[src/rtl/mc_ctrl_pkg.sv]
// mc_ctrl_pkg: shared states, opcodes, aluop codes and control word for the multicycle MIPS control
package mc_ctrl_pkg;
  typedef enum logic [3:0] {
    IDLE   = 4'd0,
    FETCH  = 4'd1,
    DECODE = 4'd2,
    MEMADR = 4'd3,
    MEMRD  = 4'd4,
    MEMWR  = 4'd5,
    MEMWB  = 4'd6,
    EXEC   = 4'd7,
    ALUWB  = 4'd8,
    BRANCH = 4'd9,
    JUMP   = 4'd10,
    ADDIEX = 4'd11,
    ADDIWB = 4'd12,
    ERR    = 4'd13
  } state_t;
  localparam logic [5:0] OP_RTYPE = 6'b000000;
  localparam logic [5:0] OP_LW    = 6'b100011;
  localparam logic [5:0] OP_SW    = 6'b101011;
  localparam logic [5:0] OP_BEQ   = 6'b000100;
  localparam logic [5:0] OP_J     = 6'b000010;
  localparam logic [5:0] OP_ADDI  = 6'b001000;
  localparam logic [1:0] ALUOP_ADD   = 2'b00;
  localparam logic [1:0] ALUOP_SUB   = 2'b01;
  localparam logic [1:0] ALUOP_FUNCT = 2'b10;
  typedef struct packed {
    logic       mem_req;
    logic       iord;
    logic       memwrite;
    logic       irwrite;
    logic       regdst;
    logic       memtoreg;
    logic       regwrite;
    logic       alusrca;
    logic [1:0] alusrcb;
    logic [1:0] aluop;
    logic [1:0] pcsrc;
    logic       pc_en;
    logic       illegal_op;
    logic       mem_err;
  } ctrl_t;
endpackage

[src/rtl/mc_ctrl_outdec.sv]
// mc_ctrl_outdec: state to control word decode; ADDIEX/ADDIWB decoded only when MC_ADDI_EN is defined
module mc_ctrl_outdec
  import mc_ctrl_pkg::*;
(
  input  state_t state,
  input  logic   mem_ready,
  input  logic   zero,
  input  logic   err_mem,
  output ctrl_t  ctrl
);
  // Moore decode; only FETCH strobes and BRANCH pc_en look at live inputs
  always_comb begin
    ctrl = '0;
    case (state)
      FETCH: begin
        ctrl.mem_req = 1'b1;
        ctrl.alusrcb = 2'b01;
        ctrl.aluop   = ALUOP_ADD;
        ctrl.irwrite = mem_ready;
        ctrl.pc_en   = mem_ready;
      end
      DECODE: ctrl.alusrcb = 2'b11;
      MEMADR: begin
        ctrl.alusrca = 1'b1;
        ctrl.alusrcb = 2'b10;
      end
      MEMRD: begin
        ctrl.mem_req = 1'b1;
        ctrl.iord    = 1'b1;
      end
      MEMWR: begin
        ctrl.mem_req  = 1'b1;
        ctrl.iord     = 1'b1;
        ctrl.memwrite = 1'b1;
      end
      MEMWB: begin
        ctrl.memtoreg = 1'b1;
        ctrl.regwrite = 1'b1;
      end
      EXEC: begin
        ctrl.alusrca = 1'b1;
        ctrl.aluop   = ALUOP_FUNCT;
      end
      ALUWB: begin
        ctrl.regdst   = 1'b1;
        ctrl.regwrite = 1'b1;
      end
      BRANCH: begin
        ctrl.alusrca = 1'b1;
        ctrl.aluop   = ALUOP_SUB;
        ctrl.pcsrc   = 2'b01;
        ctrl.pc_en   = zero;
      end
      JUMP: begin
        ctrl.pcsrc = 2'b10;
        ctrl.pc_en = 1'b1;
      end
`ifdef MC_ADDI_EN
      ADDIEX: begin
        ctrl.alusrca = 1'b1;
        ctrl.alusrcb = 2'b10;
      end
      ADDIWB: ctrl.regwrite = 1'b1;
`endif
      ERR: begin
        ctrl.illegal_op = ~err_mem;
        ctrl.mem_err    = err_mem;
      end
      default: ctrl = '0;
    endcase
  end
endmodule

[src/rtl/multicycle_main_control.sv]
// multicycle_main_control: multicycle MIPS main FSM with bounded memory waits; MC_ADDI_EN adds addi support
module multicycle_main_control
  import mc_ctrl_pkg::*;
#(
  parameter int unsigned MEM_TIMEOUT = 255
) (
  input  logic       clk,
  input  logic       rst_n,
  input  logic [5:0] op,
  input  logic       zero,
  input  logic       mem_ready,
  output logic       mem_req,
  output logic       iord,
  output logic       memwrite,
  output logic       irwrite,
  output logic       regdst,
  output logic       memtoreg,
  output logic       regwrite,
  output logic       alusrca,
  output logic [1:0] alusrcb,
  output logic [1:0] aluop,
  output logic [1:0] pcsrc,
  output logic       pc_en,
  output logic       illegal_op,
  output logic       mem_err
);
  localparam int CW = (MEM_TIMEOUT < 2) ? 1 : $clog2(MEM_TIMEOUT + 1);
  state_t state_q, state_d;
  logic [CW-1:0] cnt_q, cnt_d;
  logic err_mem_q, err_mem_d;
  logic mem_state, tmo;
  ctrl_t ctrl;
  assign mem_state = (state_q == FETCH) || (state_q == MEMRD) || (state_q == MEMWR);
  assign tmo = (MEM_TIMEOUT != 0) && mem_state && !mem_ready && (cnt_q == CW'(MEM_TIMEOUT));
  // next state; a timeout diverts any memory wait into ERR
  always_comb begin
    state_d = state_q;
    case (state_q)
      IDLE:   state_d = FETCH;
      FETCH:  state_d = mem_ready ? DECODE : state_q;
      DECODE: begin
        if (op == OP_RTYPE) state_d = EXEC;
        else if (op == OP_LW || op == OP_SW) state_d = MEMADR;
        else if (op == OP_BEQ) state_d = BRANCH;
        else if (op == OP_J) state_d = JUMP;
`ifdef MC_ADDI_EN
        else if (op == OP_ADDI) state_d = ADDIEX;
`endif
        else state_d = ERR;
      end
      MEMADR: state_d = (op == OP_SW) ? MEMWR : MEMRD;
      MEMRD:  state_d = mem_ready ? MEMWB : state_q;
      MEMWR:  state_d = mem_ready ? FETCH : state_q;
      EXEC:   state_d = ALUWB;
`ifdef MC_ADDI_EN
      ADDIEX: state_d = ADDIWB;
`endif
      default: state_d = FETCH;
    endcase
    if (tmo) state_d = ERR;
  end
  // wait counter restarts on every state change and saturates while waiting
  always_comb begin
    cnt_d = (state_d != state_q) ? '0
          : (mem_state && !mem_ready && cnt_q != '1) ? cnt_q + 1'b1 : cnt_q;
    err_mem_d = tmo;
  end
  // state, wait counter and ERR cause registers
  always_ff @(posedge clk or negedge rst_n) begin
    if (!rst_n) begin
      state_q   <= IDLE;
      cnt_q     <= '0;
      err_mem_q <= 1'b0;
    end else begin
      state_q   <= state_d;
      cnt_q     <= cnt_d;
      err_mem_q <= err_mem_d;
    end
  end
  mc_ctrl_outdec u_outdec (
    .state     (state_q),
    .mem_ready (mem_ready),
    .zero      (zero),
    .err_mem   (err_mem_q),
    .ctrl      (ctrl)
  );
  assign {mem_req, iord, memwrite, irwrite, regdst, memtoreg, regwrite, alusrca,
          alusrcb, aluop, pcsrc, pc_en, illegal_op, mem_err} = ctrl;
endmodule

[config.mk]
export PLATFORM = sky130hd
export DESIGN_NAME = multicycle_main_control
export DESIGN_NICKNAME = d
export VERILOG_FILES = /design/src/rtl/mc_ctrl_pkg.sv /design/src/rtl/mc_ctrl_outdec.sv /design/src/rtl/multicycle_main_control.sv
export SDC_FILE = /design/constraint.sdc
export NUM_CORES = 1
export LEC_CHECK = 0
export CAP_MARGIN = 0
export CELL_PAD_IN_SITES_DETAIL_PLACEMENT = 0
export CELL_PAD_IN_SITES_GLOBAL_PLACEMENT = 1
export CORE_UTILIZATION = 40
export CTS_BUF_LIST = sky130_fd_sc_hd__clkbuf_2
export DETAILED_ROUTE_END_ITERATION = 7
export MAX_ROUTING_LAYER = met4
export PLACE_DENSITY = 0.95
export RECOVER_POWER = 50
export SYNTH_ARGS = -nofsm -noshare
export SYNTH_HDL_FRONTEND = slang
export SYNTH_SLANG_ARGS = --single-unit
[constraint.sdc]
create_clock -name clk -period 4.2 [get_ports clk]
set_clock_uncertainty 0.05 [all_clocks]
set_input_delay 0.63 -clock clk [delete_from_list [all_inputs] [get_ports clk]]
set_output_delay 0.63 -clock clk [all_outputs]
set_load 0.005 [all_outputs]
==> metrics.md, run 1 <==
| Metric | Value |
|---|---|
| Number of buffers inserted by hold repair at cts | `0` |
| Minimum setup slack after placement | `around 1300 ps` |
| Endpoint arrival time on the critical path | `3300 ps` |
| Dominant cell type by area after synthesis | `dfrtp_1` |
| Vias per std cell | `~5.7` |
| Synthesis Warnings | `0` |
| Critical Path Sink Type | `flip-flop` |
| Number of global-route vias before repair | `863` |
| Number of core rows | `18` |
| Clock sinks | `13` |
| Clock Power Share | `9.4%` |
| EDFF count, synth | `0` |
| Proportion of netlist area held by the largest area contributor | `30.66%` |
| Area after DPL | `0.001311 mm²` |
| Layout net count | `159` |
| Global placement routability congestion | `0.8007` |
| Most frequent cell after synthesis | `nor2_1` |
| Worst EP required | `around 4300 ps` |
| Fraction of final layout cells with drive strength greater than 1 | `8.163%` |
| Global-route usage over all layers | `19.90%` |
| Post-route minimum period | `3221 ps` |
| DRC errors left | `0` |
| Power per Cell Area | `550.5 mW/mm²` |
| Most frequent cells after synthesis | `nor2_1, nor3_1, dfrtp_1, nand2_1, nand3_1` |
| Maximum clock frequency | `310.5 MHz` |
| Post-synth ARST share | `100.0%` |
| Core Area | `approximately 0.0025 mm²` |
| Effective utilization at floorplan | `between 40% and 50%` |
| Wire length per cell | `14.14 µm` |
| Fraction of the cycle the final worst path needs | `around three quarters` |
| Proportion of synthesized chip area in sequential cells | `30.66%` |
| Final setup vio count | `0` |
| Floorplan die width | `53.50 µm` |
| Run status | `complete, no violations` |
| Source-to-sink clock delay at the later pin of the worst-skew pair | `270 ps` |
| Pwr Total | `0.7177 mW` |
| Flop pwr share | `30.5%` |
| Startpoint kind of the worst setup timing path | `primary input` |
| Worst Path Max Fanout | `8` |
| Detail Route met2 WL | `1166 µm` |
| Slew Limit Fails | `0` |
| Primary flip-flop cell chosen by synthesis mapping | `dfrtp_1` |
| Highest metal layer used by the detailed router | `met4` |
| Buffers inserted during post-CTS setup optimization | `0` |
| Vias post-DR | `1,010` |
| Starting DRC count in detailed routing | `26` |
| Leakage power | `0.5251 nW` |
| Number of nets in the synthesized netlist | `roughly 130` |
| Number of diodes | `0` |
| Buffer cell driving the clock tree root | `clkbuf_2` |
| Area of all placed cells without fillers | `between 0.001 and 0.0015 mm²` |
| Max-slew headroom | `19.70%` |
| Pin count of the biggest net entering global routing | `18` |
| Number of gates resized after CTS | `0` |
| Wire length reported by the detailed router | `2503 µm` |
| DR WL met3 | `146 µm` |
| Net switching share of the total power | `45.62%` |
| Area grow syn2layout | `22.88%` |
| Startpoint-to-endpoint class of the critical path | `in -> reg` |
| Post-route worst setup slack | `978.9 ps` |
| CTS buffer count | `3` |
| # port buffers | `26` |
| Wire length on met1 | `approximately 1200 µm` |
| Initial DRT Pass Iterations | `4` |
| Maximum clock path buffer count | `2` |
| Total internal power | `~0.39 mW` |
| Grt total ovfl | `0` |
| Number of instances in the synthesized netlist | `122` |
| Total Neg Setup Slack | `0 ps` |
| Post-Syn Area per Cell | `8.697 µm²` |
| Htree depth | `1` |
| Count of nets left with antenna violations after detail routing | `0` |
| Biggest area contributors in the synthesized netlist | `dfrtp_1, nor3_1, nor2_1` |
| Height of the chip | `53.50 µm` |
| Highest ir drop seen on vdd | `0.3933 mV` |
| Logic pwr share | `60.1%` |
| CTS tree | `built` |
| Number of register bits inferred by synthesis | `13` |
| Type of the most critical hold path | `reg -> reg` |
| First-pass GRT wire length | `3960 µm` |
| Synthesized cell area | `0.001061 mm²` |
| Detailed placement HPWL | `between 1500 and 2000 µm` |
| Clock Pin Slew Worst Setup and Hold Paths | `120 ps` |
| Pin slew with the least headroom to its limit | `1188 ps` |
| Number of max-capacitance violations reported | `0` |
| Count of cell types in the netlist | `42` |
| Area of the die | `0.002862 mm²` |
| Number of ports placed on the die boundary | `27` |
| Number of antenna violations at the first check in global routing | `0` |
| Setup repair after global routing missed its margin | `no` |
| Switching component of the power | `0.3274 mW` |
| Final hold violation count | `0` |
-- per-layer routing --
metal	track usage, %	vias to the layer above
li1	-	492
met1	26.57	477
met2	30.83	39
met3	2.586	2
met4	6.579	0
met5	-	-
-- layout by cell type, fill, tap and decap left out, types with 2 or more instances in the layout --
cell type / count
o21ai_0: 2
xor2_1: 5
nand4b_1: 6
clkbuf_2: 4
nand2b_1: 4
nand3_1: 8
a211o_1: 2
o21a_1: 2
dlygate4sd3_1: 2
nand2_1: 9
clkdlybuf4s50_1: 24
nor2_1: 19
a21oi_1: 3
inv_1: 3
dfrtp_1: 13
nor3_1: 16
-- metrics by stage --
| step | util, % | instances | hold slack [ps] |
|---|---|---|---|
| floorplan | - | 122 | 284.4 |
| global placement | 52.45 | 173 | 502.2 |
| detailed placement | 52.45 | 173 | 516.8 |
| CTS | 53.25 | 177 | 535.5 |
| global route | 52.15 | 177 | 582.6 |
| finish | 52.15 | 177 | 535.5 |
-- worst max-delay path: stages --
cell and delay, ps:
dlygate4sd3_1 640, nand4b_1 220, nor4b_1 980, a21oi_1 150, mux2i_1 580, nor3_1 110
-- power by group through the flow --
stage	sequential [mW]	clock, mW	combinational [mW]
2_1_floorplan	0.167	0	0.352
3_3_place_gp	0.220	0	0.442
3_5_place_dp	0.222	0	0.448
4_1_cts	0.220	0.0691	0.449
5_1_grt	0.226	0.0738	0.474
6_report	0.219	0.0674	0.431
-- final timing paths --
path / startpoint / end / slack [ps] / cells past startpoint
worst max-delay path: mem_ready / cnt_q[0] / 980 / 6
worst min-delay path: cnt_q[0] / cnt_q[0] / 540 / 3
worst max register to register: state_q[2] / cnt_q[0] / 1310 / 5
worst min register to register: cnt_q[0] / cnt_q[0] / 540 / 3
max in group asynchronous: rst_n / cnt_q[5] / 2980 / 1
min in group asynchronous: rst_n / cnt_q[1] / 730 / 1
-- area by class of cell --
class | instances | area [µm²]
Tap cell | 30 | 37.54
Sequential cell | 13 | 325.3
Clock buffer | 4 | 20.02
Inverter | 3 | 11.26
Fill cell | 238 | 1196
Multi-Input combinational cell | 101 | 649.4
Timing Repair Buffer | 26 | 260.3
-- kinds of logic after synthesis --
| logic type | Yosys count | share of synthesized area [%] |
|---|---|---|
| simple gates | 73 | 38.45 |
| compound gates | 19 | 16.04 |
| buf+inv | 8 | 5.542 |
| flops | 13 | 30.66 |
| fa+ha+maj | 1 | 1.179 |
| xor+xnor | 6 | 4.953 |
| mux | 2 | 3.184 |
-- state kept, by name (all words and copies together), names as in the netlist --
register and cells:
cnt_q 8, state_q 4, err_mem_q 1
Note: power is estimated with default switching activity, not from simulation.
==> run 2, diff against run 1 <==
CORE_UTILIZATION = 33   (was 40)
PLACE_DENSITY = 0.86   (was 0.95)
clock period = 2.7 ns   (was 4.2 ns; I/O delays follow)
==> run 2 against run 1 <==
  * Sequential cell count stayed put
  * Via count is 3.2% higher
  * Wire length is 6.2% higher
  * Clock-buffer cell count stayed put
  * Critical path type is now reg -> out
  * Global-route usage is 2.8 points lower
  * Worst hold slack worse by 46 ps
  * Register-to-register slack worse by 830 ps
  * Highest routed layer unchanged
  * Core utilization is 8.1 points lower
  * Sequential share of layout area is 0.77 points lower
  * Clock power is 54% higher
  * Sequential power is 38% higher
  * Largest cell class unchanged
  * Die area is 20% higher
==> metrics.md, run 2 (synthesis gave the netlist of run 1 again) <==
| Metric | Value |
|---|---|
| Run status | `complete, no violations (unchanged)` |
| Wire length reported by the detailed router | `2657 µm (was 2503 µm)` |
| Setup repair after global routing missed its margin | `no (unchanged)` |
| Slew Limit Fails | `0 (unchanged)` |
| Most common cell after layout, fill and taps aside | `clkdlybuf4s50_1 (unchanged)` |
| Buffers inserted during post-CTS setup optimization | `0 (unchanged)` |
| Wire length per cell | `13.77 µm (was 14.14 µm)` |
| CTS tree | `built (unchanged)` |
| Vias per std cell | `5.399 (was 5.706)` |
| Fraction of final layout cells with drive strength greater than 1 | `9.396% (was 8.163%)` |
| Clock sinks | `13 (unchanged)` |
| DRC errors left | `0 (unchanged)` |
| Fraction of the cycle the final worst path needs | `92.19%` |
| Hold_ws | `489.1 ps (was 535.5 ps)` |
| Startpoint-to-endpoint class of the critical path | `reg -> out (was in -> reg)` |
| Global placement routability congestion | `0.8526 (was 0.8007)` |
| Area used by multi-input combinational logic | `658.1 µm² (was 649.4 µm²)` |
| Filler cell count in the final layout | `319 (was 238)` |
| Register bank with the most flops | `cnt_q (unchanged)` |
| Worst EP required | `2250 ps (was 4280 ps)` |
| Post-route minimum period | `approximately 2500 ps` |
| Area grow syn2layout | `26.77% (was 22.88%)` |
| Total Neg Setup Slack | `0 ps (unchanged)` |
| Layout net count | `161 (was 159)` |
| Detailed placement HPWL | `2002 µm (was 1828 µm)` |
| Number of buffers inserted by hold repair at cts | `0 (unchanged)` |
| Number of antenna violations at the first check in global routing | `0 (unchanged)` |
| R2R Path Start | `state_q[1] (was state_q[2])` |
| Register-to-register setup slack | `480 ps (was 1310 ps)` |
| Core Area | `0.003053 mm² (was 0.002500 mm²)` |
| Source-to-sink clock delay at the later pin of the worst-skew pair | `280 ps (was 270 ps)` |
| Pin slew with the least headroom to its limit | `641.4 ps (was 1188 ps)` |
| Area taken by flip-flops and latches | `325.3 µm² (unchanged)` |
| Number of gates resized after CTS | `0 (unchanged)` |
| Vias post-DR | `1,042 (was 1,010)` |
| Global-route usage over all layers | `17.12% (was 19.90%)` |
| First-pass GRT wire length | `4429 µm (was 3960 µm)` |
| Largest registers | `cnt_q: 8 flops, state_q: 4 flops, err_mem_q: 1 flops (unchanged)` |
| Final hold violation count | `0 (unchanged)` |
| Startpoint kind of the worst setup timing path | `flip-flop (was primary input)` |
| Power per Cell Area | `855.9 mW/mm² (was 550.5 mW/mm²)` |
| Number of core rows | `20 (was 18)` |
| Buffer cell driving the clock tree root | `clkbuf_2 (unchanged)` |
| Clock Pin Slew Worst Setup and Hold Paths | `130 ps (was 120 ps)` |
| Critical Path Sink Type | `primary output (was flip-flop)` |
| Leakage power | `0.5434 nW (was 0.5251 nW)` |
| Pin count of the biggest net entering global routing | `17 (was 18)` |
| Number of ports placed on the die boundary | `27 (unchanged)` |
| Path depth of the worst reg2reg path | `5 (unchanged)` |
| Reg2Reg Capture Point | `cnt_q[1] (was cnt_q[0])` |
| Number of diodes | `0 (unchanged)` |
| Count of nets left with antenna violations after detail routing | `0 (unchanged)` |
| Htree depth | `1 (unchanged)` |
| Final setup vio count | `0 (unchanged)` |
| Largest register FFs | `8 (unchanged)` |
| # port buffers | `26 (unchanged)` |
| Maximum clock frequency | `401.7 MHz` |
| Effective utilization at floorplan | `34.75% (was 42.44%)` |
| Max-slew headroom | `56.02% (was 19.70%)` |
| Highest ir drop seen on vdd | `0.3042 mV (was 0.3933 mV)` |
| Type of the most critical hold path | `in -> async (was reg -> reg)` |
| Leading cell types in the layout, fill and taps excluded | `clkdlybuf4s50_1, nor2_1, nor3_1 (unchanged)` |
| Maximum clock path buffer count | `2 (unchanged)` |
| Starting DRC count in detailed routing | `51 (was 26)` |
| Floorplan die width | `58.70 µm (was 53.50 µm)` |
| Endpoint arrival time on the critical path | `2030 ps (was 3300 ps)` |
| Grt total ovfl | `0 (unchanged)` |
| Area of the die | `0.003446 mm² (was 0.002862 mm²)` |
| Number of global-route vias before repair | `965 (was 863)` |
| Post-route core utilization | `44.06% (was 52.15%)` |
| Initial DRT Pass Iterations | `5 (was 4)` |
| Height of the chip | `58.70 µm (was 53.50 µm)` |
| CTS buffer count | `3 (unchanged)` |
| Number of max-capacitance violations reported | `0 (unchanged)` |
| Worst Path Max Fanout | `15 (was 8)` |
-- run 2: cell count changes in the layout (fill, tap and decap cells not counted), sizes merged --
cell  before  now
buf        0    2
-- run 2: cell type report --
cell class | count | share of cell area (%)
tap | 44 | 4.093
multi-input combinational | 101 | 48.93
timing repair buffer | 28 | 20.47
sequential | 13 | 24.19
clock buffer | 4 | 1.488
inverter | 3 | 0.8372
-- run 2: worst max-delay path by stage --
stage               cells after the start        from  slack [ps]    endpoint
floorplan                               6    cnt_q[0]         950    cnt_q[0]
CTS                                     4  state_q[1]         160     alusrca
detailed placement                      5   mem_ready         320       pc_en
finish                                  4  state_q[1]         210       pc_en
global placement                        5   mem_ready         330       pc_en
global route                            3  state_q[1]          10  alusrcb[0]
-- run 2: power by group --
| group | leakage (nW) | internal, mW | total [mW] | switching (mW) |
|---|---|---|---|---|
| registers | 0.176 | 0.231 | 0.302 | 0.0713 |
| clock network | 0.0166 | 0.0393 | 0.104 | 0.0643 |
| logic | 0.351 | 0.356 | 0.746 | 0.389 |
| total | 0.543 | 0.626 | 1.15 | 0.525 |
-- run 2: metrics by stage --
stage | instances | total power [mW] | cell area, µm² | worst slack (ps)
floorplan | 122 | 0.8075 | 1061 | 951.5
global placement | 189 | 1.052 | 1344 | 332.0
detailed placement | 189 | 1.066 | 1344 | 320.6
CTS | 193 | 1.168 | 1364 | 164.3
global route | 193 | 1.249 | 1345 | 13.20
finish | 193 | 1.151 | 1345 | 210.8
-- run 2: metal layers --
metal / routed length, µm / track usage (%) / vias up
li1: - / - / 496
met1: 1180 / 22.58 / 501
met2: 1296 / 27.26 / 41
met3: 155 / 2.637 / 4
met4: 23 / 5.102 / 0
met5: 0 / - / -
-- run 2: worst max-delay path, cell delays in order, from the launching register on --
cell and delay (ps):
dfrtp_1 640, nand2b_1 310, nor2_1 90, a211o_1 290, clkdlybuf4s50_1 440
==> run 3, diff against run 2 <==
CORE_ASPECT_RATIO = 0.9   (was unset)
CORE_UTILIZATION = 40   (was 33)
PLACE_DENSITY = 0.95   (was 0.86)
clock period = 3.1 ns   (was 2.7 ns; I/O delays follow)
==> run 3 against run 2 <==
  * Clock power decreased by 17%
  * Final area decreased by 2.3%
  * Critical path type is now in -> reg
  * Sequential cell count unchanged
  * Wire length decreased by 5.9%
  * Setup slack improved by 220 ps
  * Global-route usage increased by 2.5 points
  * Sequential share of layout area increased by 0.58 points
==> metrics.md, run 3 (synthesis gave the netlist of run 1 again) <==
| Metric | Value |
|---|---|
| R2R Path Start | `state_q[2] (was state_q[1])` |
| Htree depth | `1 (unchanged)` |
| Total Neg Setup Slack | `0 ps (unchanged)` |
| Global-route usage over all layers | `19.60% (was 17.12%)` |
| DRC errors left | `0 (unchanged)` |
| Critical Path Sink Type | `flip-flop (was primary output)` |
| Leading cell types in the layout, fill and taps excluded | `clkdlybuf4s50_1, nor2_1, nor3_1 (unchanged)` |
| Number of max-capacitance violations reported | `0 (unchanged)` |
| First-pass GRT wire length | `4319 µm (was 4429 µm)` |
| Reg2Reg Capture Point | `cnt_q[1] (unchanged)` |
| Worst Path Max Fanout | `8 (was 15)` |
| Buffers inserted during post-CTS setup optimization | `0 (unchanged)` |
| Number of gates resized after CTS | `0 (unchanged)` |
| Height of the chip | `50.86 µm (was 58.70 µm)` |
| Wire length per cell | `14.21 µm (was 13.77 µm)` |
| Clock Pin Slew Worst Setup and Hold Paths | `110 ps (was 130 ps)` |
| Startpoint-to-endpoint class of the critical path | `in -> reg (was reg -> out)` |
| Path depth of the worst reg2reg path | `6 (was 5)` |
| CTS tree | `built (unchanged)` |
| Vias post-DR | `994 (was 1,042)` |
| Final hold violation count | `0 (unchanged)` |
| Cell Count Post-Placement | `172 (was 189)` |
| Endpoint arrival time on the critical path | `2750 ps (was 2030 ps)` |
| Slew Limit Fails | `0 (unchanged)` |
| Wire length reported by the detailed router | `2501 µm (was 2657 µm)` |
| Grt total ovfl | `0 (unchanged)` |
| Effective utilization at floorplan | `42.63% (was 34.75%)` |
| Register bank with the most flops | `cnt_q (unchanged)` |
| Most common cell after layout, fill and taps aside | `clkdlybuf4s50_1 (unchanged)` |
| Fraction of final layout cells with drive strength greater than 1 | `8.784% (was 9.396%)` |
| CTS buffer count | `3 (unchanged)` |
| Number of global-route vias before repair | `949 (was 965)` |
| Floorplan die width | `56.29 µm (was 58.70 µm)` |
| Hold_ws | `530.8 ps (was 489.1 ps)` |
| Count of nets left with antenna violations after detail routing | `0 (unchanged)` |
| Pin slew with the least headroom to its limit | `719.6 ps (was 641.4 ps)` |
| Maximum clock path buffer count | `2 (unchanged)` |
| Highest ir drop seen on vdd | `0.4896 mV (was 0.3042 mV)` |
| Layout net count | `160 (was 161)` |
| Startpoint kind of the worst setup timing path | `primary input (was flip-flop)` |
| Starting DRC count in detailed routing | `24 (was 51)` |
| Core Area | `0.002489 mm² (was 0.003053 mm²)` |
| Maximum clock frequency | `375.2 MHz` |
| Pin count of the biggest net entering global routing | `16 (was 17)` |
| Detailed placement HPWL | `1932 µm (was 2002 µm)` |
| Run status | `complete, no violations (unchanged)` |
| Post-route core utilization | `52.79% (was 44.06%)` |
| Leakage power | `0.5367 nW (was 0.5434 nW)` |
| Fraction of the cycle the final worst path needs | `85.98%` |
| Type of the most critical hold path | `reg -> reg (was in -> async)` |
| Largest registers | `cnt_q: 8 flops, state_q: 4 flops, err_mem_q: 1 flops (unchanged)` |
| Number of ports placed on the die boundary | `27 (unchanged)` |
| Post-layout instance count excluding filler cells | `176 (was 193)` |
| Global placement routability congestion | `0.8901 (was 0.8526)` |
| Number of buffers inserted by hold repair at cts | `0 (unchanged)` |
| # port buffers | `26 (unchanged)` |
| Initial DRT Pass Iterations | `4 (was 5)` |
| Register-to-register setup slack | `680 ps (was 480 ps)` |
| End of the worst hold path | `cnt_q[0]` |
| Startpoint of the worst hold path | `cnt_q[0]` |
| Largest register FFs | `8 (unchanged)` |
| Clock sinks | `13 (unchanged)` |
| Source-to-sink clock delay at the later pin of the worst-skew pair | `270 ps (was 280 ps)` |
| Area of the die | `0.002863 mm² (was 0.003446 mm²)` |
| Post-route minimum period | `around 2700 ps` |
| Max-slew headroom | `51.39% (was 56.02%)` |
| Pwr Total | `0.9747 mW (was 1.151 mW)` |
| Number of diodes | `0 (unchanged)` |
| Worst hold path depth | `3` |
| Final setup vio count | `0 (unchanged)` |
| Worst EP required | `3180 ps (was 2250 ps)` |
| Number of core rows | `17 (was 20)` |
| Power per Cell Area | `741.9 mW/mm² (was 855.9 mW/mm²)` |
| Vias per std cell | `5.648 (was 5.399)` |
| Number of antenna violations at the first check in global routing | `0 (unchanged)` |
| Setup repair after global routing missed its margin | `no (unchanged)` |
| Buffer cell driving the clock tree root | `clkbuf_2 (unchanged)` |
| Area grow syn2layout | `23.82% (was 26.77%)` |
-- run 3: changes by cell type in the layout (fill, tap and decap cells not counted) --
cell,delta
a21oi_1,+1
a21oi_2,-1
a41oi_1,+1
a41oi_4,-1
buf_4,-1
mux2i_1,-1
mux2i_4,+1
nor4_1,-1
nor4_2,+1
-- run 3: worst max path at each step --
stage,startpoint,endpoint,slack (ps),cells past startpoint
4_1_cts,state_q[3],alusrca,480,4
3_5_place_dp,mem_ready,cnt_q[6],570,6
5_1_grt,mem_ready,cnt_q[4],280,6
2_1_floorplan,cnt_q[0],cnt_q[0],1350,6
3_3_place_gp,mem_ready,pc_en,630,5
6_report,mem_ready,cnt_q[1],430,6
-- run 3: where the power goes --
part           switching (mW)  internal [mW]  leakage [nW]
registers              0.0794          0.201         0.176
logic                   0.307          0.301         0.344
clock network          0.0523         0.0342        0.0166
total                   0.439          0.536         0.537
-- run 3: layer usage --
layer	track usage, %	share of wire [%]	wire length (µm)
met5	-	0	0
met4	4.065	0.56	14
met3	5.316	4.3	108
met2	31.15	47	1178
met1	25.44	48	1200
-- run 3: layout make-up --
cell class                      count  area (µm²)
Clock buffer                        4       20.02
Fill cell                         248        1175
Inverter                            3       11.26
Multi-Input combinational cell    101       654.4
Sequential cell                    13       325.3
Tap cell                           28       35.03
Timing Repair Buffer               27       267.8
-- run 3: stage by stage --
| stage | instance area, µm² | setup WS [ps] |
|---|---|---|
| CTS | 1336 | 475.5 |
| finish | 1314 | 434.7 |
| global route | 1314 | 282.8 |
| detailed placement | 1316 | 569.2 |
| global placement | 1316 | 632.8 |
| floorplan | 1061 | 1351 |
-- run 3: critical path, cell delays in order --
cell and delay [ps]:
dlygate4sd3_1 620, nand4b_1 260, nor4b_4 470, a21oi_1 140, a41oi_1 640, nor3_1 140
